<file path="config.mk">
export PLATFORM = sky130hd
export DESIGN_NAME = disp_arbiter
export DESIGN_NICKNAME = d
export VERILOG_FILES = /design/src/rtl/disp_arbiter.sv
export SDC_FILE = /design/constraint.sdc
export NUM_CORES = 1
export LEC_CHECK = 0
export BUFFER_PORTS_ARGS = -buffer_cell sky130_fd_sc_hd__clkbuf_2
export CAP_MARGIN = 10
export CORE_UTILIZATION = 36
export CTS_CLUSTER_SIZE = 10
export DETAILED_ROUTE_END_ITERATION = 10
export GPL_ROUTABILITY_DRIVEN = 1
export GPL_TIMING_DRIVEN = 0
export SLEW_MARGIN = 20
export SYNTH_ARGS = -nofsm -noshare
export SYNTH_HDL_FRONTEND = slang
export SYNTH_SLANG_ARGS = --single-unit
</file>
<file path="constraint.sdc">
create_clock -name clk -period 6.2 [get_ports clk]
set_input_delay 0.62 -clock clk [delete_from_list [all_inputs] [get_ports clk]]
set_output_delay 0.62 -clock clk [all_outputs]
set_load 0.01 [all_outputs]
</file>
<file path="src/rtl/disp_arbiter.sv">
// Round-robin owner of the 4-digit seven-segment display: three pattern sources,
// minimum hold time per owner, and an all-blank gap between consecutive owners.
module disp_arbiter #(
   parameter int HOLD_CYCLES  = 16,
   parameter int BLANK_CYCLES = 4
) (
   input  logic        clk,
   input  logic        reset_n,
   input  logic [2:0]  req,
   input  logic [31:0] pats0,
   input  logic [31:0] pats1,
   input  logic [31:0] pats2,
   output logic [2:0]  gnt,
   output logic        switch_p,
   output logic        busy,
   output logic [7:0]  in0,
   output logic [7:0]  in1,
   output logic [7:0]  in2,
   output logic [7:0]  in3
);

   localparam int HW = (HOLD_CYCLES > 1) ? $clog2(HOLD_CYCLES) : 1;
   localparam int GW = (BLANK_CYCLES > 1) ? $clog2(BLANK_CYCLES) : 1;
   localparam logic [HW-1:0] HOLD_LAST = HW'(HOLD_CYCLES - 1);
   localparam logic [GW-1:0] GAP_LAST  = GW'(BLANK_CYCLES - 1);
   localparam logic [31:0]   BLANK     = 32'hFFFF_FFFF;

   typedef enum logic [1:0] {
      IDLE,
      OWN,
      GAP
   } state_t;

   state_t         state_reg;
   logic [1:0]     owner_reg;
   logic [1:0]     last_reg;
   logic [HW-1:0]  hold_reg;
   logic [GW-1:0]  gap_reg;

   function automatic logic [2:0] onehot(input logic [1:0] idx);
      case (idx)
         2'd0:    return 3'b001;
         2'd1:    return 3'b010;
         default: return 3'b100;
      endcase
   endfunction

   function automatic logic [31:0] pick(input logic [1:0] idx, input logic [31:0] p0,
                                        input logic [31:0] p1, input logic [31:0] p2);
      case (idx)
         2'd0:    return p0;
         2'd1:    return p1;
         default: return p2;
      endcase
   endfunction

   // Candidate gi is (last + gi + 1) mod 3, so the previous owner is searched last.
   logic [2:0][1:0] cand;
   logic [2:0]      cand_req;

   generate
      for (genvar gi = 0; gi < 3; gi++) begin : g_cand
         logic [2:0] sum;
         assign sum          = {1'b0, last_reg} + 3'(gi + 1);
         assign cand[gi]     = (sum >= 3'd3) ? 2'(sum - 3'd3) : sum[1:0];
         assign cand_req[gi] = |(req & onehot(cand[gi]));
      end
   endgenerate

   logic [1:0] win;
   logic       win_valid;
   logic       start_grant;
   logic       owner_req;
   logic       others_req;

   always_comb begin
      win_valid = |cand_req;
      if (cand_req[0]) begin
         win = cand[0];
      end else if (cand_req[1]) begin
         win = cand[1];
      end else begin
         win = cand[2];
      end
   end

   // gnt is one-hot on the owner throughout OWN, so it doubles as the owner mask.
   assign owner_req   = |(req & gnt);
   assign others_req  = |(req & ~gnt);
   assign start_grant = win_valid &&
                        ((state_reg == IDLE) || (state_reg == GAP && gap_reg == GAP_LAST));

   always_ff @(posedge clk) begin
      if (!reset_n) begin
         state_reg <= IDLE;
         owner_reg <= 2'd0;
         last_reg  <= 2'd2;
         hold_reg  <= '0;
         gap_reg   <= '0;
         gnt       <= 3'b000;
         switch_p  <= 1'b0;
         busy      <= 1'b0;
         {in3, in2, in1, in0} <= BLANK;
      end else begin
         switch_p <= 1'b0;
         if (start_grant) begin
            state_reg <= OWN;
            owner_reg <= win;
            last_reg  <= win;
            hold_reg  <= '0;
            gap_reg   <= '0;
            gnt       <= onehot(win);
            switch_p  <= 1'b1;
            busy      <= 1'b1;
            {in3, in2, in1, in0} <= pick(win, pats0, pats1, pats2);
         end else begin
            case (state_reg)
               IDLE: begin
                  gnt  <= 3'b000;
                  busy <= 1'b0;
                  {in3, in2, in1, in0} <= BLANK;
               end
               OWN: begin
                  // Voluntary release wins over the hold time; pre-emption waits for it.
                  if (!owner_req || (hold_reg == HOLD_LAST && others_req)) begin
                     state_reg <= GAP;
                     gap_reg   <= '0;
                     gnt       <= 3'b000;
                     {in3, in2, in1, in0} <= BLANK;
                  end else begin
                     if (hold_reg != HOLD_LAST) begin
                        hold_reg <= hold_reg + HW'(1);
                     end
                     {in3, in2, in1, in0} <= pick(owner_reg, pats0, pats1, pats2);
                  end
               end
               GAP: begin
                  if (gap_reg == GAP_LAST) begin
                     state_reg <= IDLE;
                     gap_reg   <= '0;
                     busy      <= 1'b0;
                  end else begin
                     gap_reg <= gap_reg + GW'(1);
                  end
               end
               default: begin
                  state_reg <= IDLE;
                  gnt       <= 3'b000;
                  busy      <= 1'b0;
                  {in3, in2, in1, in0} <= BLANK;
               end
            endcase
         end
      end
   end

endmodule
</file>
## After elaboration in Yosys (flattened, before gate mapping)

Index checks and enable logic that the tools add are counted.

- $add $sub $neg: 8
- Order comparisons: 3
- Equality and inequality tests: 17
- Muxes and demuxes: 37
- Bitwise operators: 9
- Reductions and logical operators: 25

Operator list:

| kind | count |
|---|---|
| $pmux 32 s2 | 2 |
| $mux 8 | 8 |
| $pmux 8 s2 | 4 |
| $pmux 3 s2 | 5 |
| $mux 2 | 9 |
| $and 3x3->3 | 5 |
| $eq 2x1->1 const B | 6 |
| $logic_not 2->1 | 6 |
| $reduce_or 3->1 | 4 |
| $ge 3x2->1 const B | 3 |
| $reduce_and 3->1 | 3 |
| $reduce_or 9->1 | 1 |
| $ne 2x2->1 const B | 4 |
| $add 2x2->3 const B | 2 |
| $mux 3 | 2 |
| $pmux 2 s3 | 1 |
| $reduce_and 2->1 | 3 |
| $sub 2x2->2 const B | 3 |
| $add 4x1->4 const B | 1 |
| $eq 2x2->1 const B | 2 |
| $eq 4x4->1 const B | 1 |
| $mux 1 | 4 |
| $ne 4x4->1 const B | 1 |
| $pmux 2 s2 | 1 |
| 13 further kinds | 18 |

- Register bits: 49
- Bits of input ports: 101
- Output and inout port bits: 37
- Word-level logic and storage cells: 112

## Depth between registers and ports, before layout

Gate-level depths: netlist of the first run.

- Depth in word-level cells: 12
- Mapped depth: 11
- Mapped depth without buffers: 7

## Least setup slack after synthesis of the first run

No wires, ideal clock.

- Path kind: register -> register
- Start point: reg owner_reg[0]
- End point: reg in0[1]
- Library setup time: 0.127 ns
- Arrival: 2.443 ns
- Data required time: 6.073 ns
- Slack: 3.631 ns
- Cell stages (with the launch flop): 12
- Path buffers: 4
- Cells stage by stage: dfxtp_1 buf_2 inv_1 ha_1 buf_2 nand2b_1 a22o_1 a2bb2o_4 buf_6 buf_6 a2111oi_2 o21ai_1

- Word-level cells in the longest chain between the ends: 5
- Elaborated cells between the ends (all ways): 6
- Those cells by class: eq/ne (1); mux (4); reduce/logical (1)

Ends and longest elaborated chain:

| item | line | RTL |
|---|---|---|
| start, declared | 35 | `logic [1:0] owner_reg;` |
| start signal, assigned | 108 | `owner_reg <= win;` |
| $eq 2x1->1 / $logic_not 2->1 (equally long branches) | 50 | `case (idx)` |
| $pmux 32 s2 * | 50 |  |
| $mux 8 * | 125 | `if (!owner_req \|\| (hold_reg == HOLD_LAST && others_req)) begin` |
| $pmux 8 s2 * | 117 | `case (state_reg)` |
| $mux 8 * | 106 | `if (start_grant) begin` |
| end signal, assigned | 115 | `{in3, in2, in1, in0} <= pick(win, pats0, pats1, pats2);` |
| end signal, assigned | 134 | `{in3, in2, in1, in0} <= pick(owner_reg, pats0, pats1, pats2);` |
| end, declared | 16 | `output logic [7:0] in0,` |

Mark *: on every way between the ends. The rest lies on a longest branch, timed or not.
A chain may end at the register's enable or synchronous reset.

## Worst setup path in the final report of the first run

- Start point: reg owner_reg[0]
- End point: reg in0[3]

The elaborated chain is that of the path after synthesis.

==> results of run 1 <==
-- cell families after synthesis --
kind of cell / count (synthesis) / synth area share
compound gates: 231 / 0.413
xor+xnor: 2 / 0.00426
fa+ha+maj: 8 / 0.0243
buf+inv: 62 / 0.0687
flops: 48 / 0.234
mux: 66 / 0.170
simple gates: 71 / 0.0855
-- power groups by stage --
stage                     Clock, uW  Sequential (uW)  Combinational [uW]
final                           324              463                1910
after global routing            340              473                2070
after CTS                       326              463                1900
after detailed placement          0              470                1890
after global placement            0              467                1850
after floorplan                   0              493                1370
-- worst max-delay path, delay by kind of cell (launching register included) --
kind / cells / cell delay [ps]
flops: 1 / 360
fa+ha+maj: 1 / 320
compound gates: 4 / 1450
simple gates: 1 / 140
buf+inv: 3 / 700
-- cells in the final DEF, fill, tap and decap left out, drive strengths merged, types with 2 or more instances in the layout --
cell / instances
clkbuf: 178
a21oi: 73
o21ai: 73
dfxtp: 48
nand3: 36
mux2i: 34
mux2: 32
a2111oi: 32
o311ai: 32
buf: 20
nor2: 16
ha: 8
nand2b: 7
inv: 5
nand2: 4
or3: 3
a22oi: 3
a22o: 2
o21a: 2
a31o: 2
xor2: 2
-- area by class of cell --
class,instances,area [sq um],area share
Multi-Input combinational cell,378,2870,0.559
Buffer,57,264,0.0514
Timing Repair Buffer,136,681,0.132
Inverter,5,18.8,0.00365
Clock inverter,3,42.5,0.00828
Sequential cell,48,961,0.187
Clock buffer,5,125,0.0244
Tap cell,140,175,0.0341
-- path summary, 6_finish.rpt --
check / slack, ps / from / depth (start not counted) / to
setup / recovery: 3090 / owner_reg[0] / 9 / in0[3]
setup reg to reg: 3090 / owner_reg[0] / 9 / in0[3]
hold reg to reg: 480 / in3[5] / 2 / in3[5]
hold / removal: 480 / in3[5] / 2 / in3[5]
-- routing by layer --
| metal | global-route usage | up-vias | share of wire |
|---|---|---|---|
| met4 | 0.107 | 0 | 0.022 |
| met2 | 0.400 | 221 | 0.47 |
| met3 | 0.0365 | 29 | 0.072 |
| met1 | 0.321 | 2218 | 0.43 |
| met5 | 0 | - | 0 |
| li1 | - | 2206 | - |
-- per-stage QoR --
step                      worst slack [ps]  hold WS [ps]  power [uW]
after global routing                  2940           510        2890
final                                 3090           478        2700
after detailed placement              3150           462        2360
after CTS                             3150           479        2690
after floorplan                       3630           458        1860
after global placement                3270           460        2320
==> impl_table.tex, run 1 <==
\begin{tabular}{lr}
\hline
Metric & Value \\
\hline
\multicolumn{2}{l}{\textbf{Synth}} \\
Share of synthesized flip-flops with an asynchronous set or reset & 0 \\
Largest cells by area after synthesis & sky130\_fd\_sc\_hd\_\_dfxtp\_1 23\%, sky130\_fd\_sc\_hd\_\_a2111oi\_2 9.9\%, sky130\_fd\_sc\_hd\_\_a21oi\_1 8.9\% \\
Most frequently used cell type in the post-synthesis netlist & sky130\_fd\_sc\_hd\_\_a21oi\_1 \\
Summed instance area of the synthesized netlist & 4110 sq um \\
Top-area cell type share of the netlist area & 0.234 \\
Mean Syn Cell Area & 8.43 sq um \\
Total of warnings raised by yosys & 0 \\
Dominant register cell in the synthesized netlist & sky130\_fd\_sc\_hd\_\_dfxtp\_1 \\
Number of instances in the synthesized netlist & 488 \\
Most numerous cell types in the synthesized netlist & 73 x sky130\_fd\_sc\_hd\_\_a21oi\_1, 48 x sky130\_fd\_sc\_hd\_\_dfxtp\_1, 43 x sky130\_fd\_sc\_hd\_\_o21ai\_0 \\
Seq cells post-synth & 48 \\
Proportion of synthesized chip area in sequential cells & 0.234 \\
Distinct cells, synth & 48 \\
Cell taking the most area after synthesis & sky130\_fd\_sc\_hd\_\_dfxtp\_1 \\
Mapped Nets & 597 \\
Number of enable flip-flop cells after synthesis & 0 \\
\multicolumn{2}{l}{\textbf{Final layout}} \\
Non-filler instance count after layout & 772 \\
\# diodes & 0 \\
Number of nets at the end of the flow & 740 \\
Area growth syn-to-layout & 24.9\% \\
Number of filler instances in the final layout & 1100 \\
Proportion of layout cells with a drive suffix above 1 & 0.362 \\
Post-route cell area & 5140 sq um \\
Final Util & 0.468 \\
\multicolumn{2}{l}{\textbf{STA}} \\
Relative slew margins & 0.455 \\
Final setup violation count & 0 \\
Final hold violations & 0 \\
Transition time at the pin with the least slew margin & 818 ps \\
Total negative slack & 0 ps \\
Fin crit period & 3110 ps \\
Top achievable clock speed & 322 MHz \\
Setup repair after global routing missed its margin & no \\
Final max-slew violation count & 0 \\
Final Cycle Share & 0.501 \\
Final worst clock skew & 8.10 ps \\
\multicolumn{2}{l}{\textbf{Die}} \\
Standard cell core area & 11000 sq um \\
Die Area & 11900 sq um \\
Overall die height & 109 microns \\
Initial Utilization & 0.375 \\
Top Ports & 138 \\
Die X-Extent & 109 microns \\
Core Rows & 38 \\
\multicolumn{2}{l}{\textbf{CTS}} \\
H-tree Lvls & 2 \\
Worst-case clock buffer depth & 2 \\
Clock slew at the register clock pins of the worst setup and hold paths & 70 ps \\
Hold buffers post-CTS & 0 \\
Sink Count & 48 \\
TritonCTS Buffers & 5 \\
CTS Root Cell & sky130\_fd\_sc\_hd\_\_clkbuf\_16 \\
CTS resizes & 0 \\
TritonCTS clock tree & yes \\
Clock insertion delay at the later pin of the skew report & 300 ps \\
Post-CTS repair timing setup buffer count & 0 \\
\multicolumn{2}{l}{\textbf{Power}} \\
Power per cell area & 525 nW/um\^{}2 \\
Switching fraction of total power & 0.508 \\
Part of the power in combinational logic & 0.708 \\
Clock share of power & 0.120 \\
Internal power summed over all cells & 1330 uW \\
P\_sw & 1370 uW \\
Leakage Power & 0.00195 uW \\
Worst voltage drop across the vdd grid & 0.000227 V \\
Seq pwr share & 0.172 \\
\multicolumn{2}{l}{\textbf{Drt}} \\
Initial DRT Pass Iterations & 5 \\
Number of remaining DRC errors & 0 \\
Vias per inst & 6.05 \\
Residual antenna-violating net count after detailed routing & 0 \\
Average routed wire per standard cell & 18.8 microns \\
Violation count after the first detailed-routing iteration & 337 \\
Detailed Route WL & 14500 microns \\
Number of vias in the routed layout & 4674 \\
\multicolumn{2}{l}{\textbf{Global route}} \\
Overall overflow remaining after global route & 0 \\
Antenna violations before repair & 0 \\
GRT Total Usage & 0.246 \\
Maximum number of pins on one net before global-route repair & 16 \\
Global-route wire length before repair & 22600 microns \\
Via count of the first global-routing pass & 4531 \\
\multicolumn{2}{l}{\textbf{Placement}} \\
Weighted congestion at the end of routability-driven global placement & 0.847 \\
Number of buffers inserted by port buffering & 136 \\
Sum of net half-perimeters after detailed placement & 10500 microns \\
Placed cell areas & 4970 sq um \\
Placed insts & 764 \\
\multicolumn{2}{l}{\textbf{Worst setup path}} \\
Critical path startpoint category & flop \\
Cell chain of the critical path & buf\_2 > inv\_1 > ha\_1 > a221oi\_2 > nor2\_1 > o32a\_1 > clkbuf\_1 > o311ai\_0 > o21ai\_1 \\
Peak fanout along the critical path & 10 \\
Slowest library cell on the worst path & sky130\_fd\_sc\_hd\_\_a221oi\_2 \\
Data arrival time of the worst path & 3280 ps \\
Max incr delay on CP & 610 ps \\
Type of destination of the critical path & flop \\
Required time of the critical path & 6370 ps \\
Critical path class & flop to flop \\
\multicolumn{2}{l}{\textbf{Flow run}} \\
Maximum Capacitance Violations & 0 \\
\multicolumn{2}{l}{\textbf{Status}} \\
Result of the run & finished, final reports clean \\
\multicolumn{2}{l}{\textbf{Min path}} \\
Hold/Removal Path Class & flop to flop \\
\hline
\end{tabular}
Note: power is estimated with default switching activity, not from simulation.
==> run 2: changes to the inputs <==
==> constraint.sdc (replaced) <==
create_clock -name clk -period 3.1 [get_ports clk]
set_input_delay 0.31 -clock clk [delete_from_list [all_inputs] [get_ports clk]]
set_output_delay 0.31 -clock clk [all_outputs]
set_load 0.01 [all_outputs]
==> run 2 against run 1 <==
Compared with the run above:
- worst hold slack worse by 240 ps
- non-clock buffer count up 3
- design area up 1.2%
- critical endpoint is now in2[4]
- via count up 0.15%
- largest power group unchanged
- sequential share of layout area down 0.22 points
- utilization up 0.55 points
- largest cell class unchanged
==> impl_table.tex, run 2 (synthesis results as in run 1) <==
\begin{tabular}{lr}
\hline
Metric & Value \\
\hline
\multicolumn{2}{l}{\textbf{Status}} \\
Result of the run & finished, final reports clean \\
\multicolumn{2}{l}{\textbf{STA}} \\
Least setup slack across all paths after layout & 169 ps \\
Final max-slew violation count & 0 \\
Fin crit period & 2930 ps \\
Top achievable clock speed & 341 MHz \\
Total negative slack & 0 ps \\
Final setup violation count & 0 \\
Final hold violations & 0 \\
Relative slew margins & 0.450 \\
Setup repair after global routing missed its margin & no \\
Worst hold margin & 240 ps \\
Transition time at the pin with the least slew margin & 825 ps \\
Final worst clock skew & 8.19 ps \\
Final Cycle Share & 0.945 \\
\multicolumn{2}{l}{\textbf{Final layout}} \\
Highest-count cells in the layout ignoring fill and taps & 140 x sky130\_fd\_sc\_hd\_\_clkbuf\_2, 73 x sky130\_fd\_sc\_hd\_\_a21oi\_1, 48 x sky130\_fd\_sc\_hd\_\_dfxtp\_1, 43 x sky130\_fd\_sc\_hd\_\_o21ai\_0, 36 x sky130\_fd\_sc\_hd\_\_nand3\_1 \\
Number of nets at the end of the flow & 743 \\
Footprint of the multi-input gates & 2890 sq um \\
Most common library cell in the layout ignoring fill and taps & sky130\_fd\_sc\_hd\_\_clkbuf\_2 \\
Non-filler instance count after layout & 775 \\
Number of filler instances in the final layout & 1091 \\
\# diodes & 0 \\
Proportion of layout cells with a drive suffix above 1 & 0.373 \\
FF/Latch Area & 961 sq um \\
Final Util & 0.473 \\
Area growth syn-to-layout & 26.3\% \\
\multicolumn{2}{l}{\textbf{Flow run}} \\
Maximum Capacitance Violations & 0 \\
\multicolumn{2}{l}{\textbf{Die}} \\
Top Ports & 138 \\
Core Rows & 38 \\
Overall die height & 109 microns \\
Initial Utilization & 0.375 \\
Die Area & 11900 sq um \\
Standard cell core area & 11000 sq um \\
Die X-Extent & 109 microns \\
\multicolumn{2}{l}{\textbf{Worst setup path}} \\
Critical path class & flop to flop \\
Required time of the critical path & 3280 ps \\
Type of destination of the critical path & flop \\
Peak fanout along the critical path & 10 \\
Data arrival time of the worst path & 3110 ps \\
Critical path startpoint category & flop \\
\multicolumn{2}{l}{\textbf{Placement}} \\
Placed insts & 764 \\
Sum of net half-perimeters after detailed placement & 10500 microns \\
Worst Setup Slack post-DPL & 47.9 ps \\
Weighted congestion at the end of routability-driven global placement & 0.847 \\
Number of buffers inserted by port buffering & 136 \\
\multicolumn{2}{l}{\textbf{Drt}} \\
Number of remaining DRC errors & 0 \\
Vias per inst & 6.04 \\
Initial DRT Pass Iterations & 6 \\
Violation count after the first detailed-routing iteration & 285 \\
Residual antenna-violating net count after detailed routing & 0 \\
Detailed Route WL & 14400 microns \\
Number of vias in the routed layout & 4681 \\
Average routed wire per standard cell & 18.6 microns \\
\multicolumn{2}{l}{\textbf{Global route}} \\
Overall overflow remaining after global route & 0 \\
GRT Total Usage & 0.246 \\
Antenna violations before repair & 0 \\
Maximum number of pins on one net before global-route repair & 16 \\
Global-route wire length before repair & 22600 microns \\
Via count of the first global-routing pass & 4531 \\
\multicolumn{2}{l}{\textbf{Power}} \\
Switching fraction of total power & 0.506 \\
Seq pwr share & 0.169 \\
Part of the power in combinational logic & 0.713 \\
Internal power summed over all cells & 2710 uW \\
Leakage Power & 0.00198 uW \\
P\_sw & 2770 uW \\
Worst voltage drop across the vdd grid & 0.000455 V \\
Clock share of power & 0.118 \\
Power per cell area & 1050 nW/um\^{}2 \\
\multicolumn{2}{l}{\textbf{CTS}} \\
Worst-case clock buffer depth & 2 \\
Sink Count & 48 \\
TritonCTS clock tree & yes \\
Clock insertion delay at the later pin of the skew report & 300 ps \\
Clock slew at the register clock pins of the worst setup and hold paths & 70 ps \\
Hold buffers post-CTS & 0 \\
H-tree Lvls & 2 \\
TritonCTS Buffers & 5 \\
CTS Root Cell & sky130\_fd\_sc\_hd\_\_clkbuf\_16 \\
\multicolumn{2}{l}{\textbf{Min path}} \\
Hold/Removal Path Class & input port to flop \\
\hline
\end{tabular}
-- run 2: power groups by stage --
| stage | registers [uW] | logic [uW] | clock network (uW) |
|---|---|---|---|
| 4_1_cts | 927 | 3790 | 653 |
| 3_5_place_dp | 941 | 3780 | 0 |
| 6_report | 927 | 3910 | 646 |
| 2_1_floorplan | 986 | 2730 | 0 |
| 5_1_grt | 947 | 4240 | 681 |
| 3_3_place_gp | 934 | 3700 | 0 |
-- run 2: worst paths after layout --
kind / slack, ps / end / start / cells after the start
worst max-delay path: 170 / in2[4] / owner_reg[0] / 11
worst min-delay path: 240 / last_reg[1] / reset_n / 2
worst max register to register: 170 / in2[4] / owner_reg[0] / 11
worst min register to register: 480 / in3[5] / in3[5] / 2
-- run 2: final cells by class --
cell class              instances  area share
clock buffers                   5      0.0241
well taps                     140      0.0337
multi-input cells             378       0.557
plain buffers                  57      0.0527
clock inverters                 3     0.00818
flip-flops and latches         48       0.185
repair buffers                139       0.135
inverters                       5     0.00433
-- run 2: timing repair --
item	CTS	global route
setup buffers	0	3
endpoints found under the setup margin	0	30
gates resized for setup	0	20
-- run 2: metal layers --
metal,routed length (microns),vias to the layer above,GRT usage
met4,311,0,0.107
met2,6860,206,0.400
met5,0,-,0
met3,962,26,0.0365
met1,6300,2234,0.321
li1,-,2215,-
-- run 2: critical path, stage by stage (launching register included) --
cell,delay [ps]
sky130_fd_sc_hd__dfxtp_1,370
sky130_fd_sc_hd__buf_6,170
sky130_fd_sc_hd__clkinvlp_4,150
sky130_fd_sc_hd__ha_1,340
sky130_fd_sc_hd__buf_2,200
sky130_fd_sc_hd__nand2b_1,220
sky130_fd_sc_hd__a22o_2,320
sky130_fd_sc_hd__a2bb2o_4,220
sky130_fd_sc_hd__buf_6,140
sky130_fd_sc_hd__buf_6,160
sky130_fd_sc_hd__a2111oi_2,410
sky130_fd_sc_hd__o21ai_1,100
-- run 2: stage by stage --
step / total power, uW / instance area [sq um]
floorplan: 3720 / 4110
global placement: 4630 / 4970
detailed placement: 4720 / 4970
CTS: 5370 / 5140
global route: 5860 / 5200
finish: 5480 / 5200
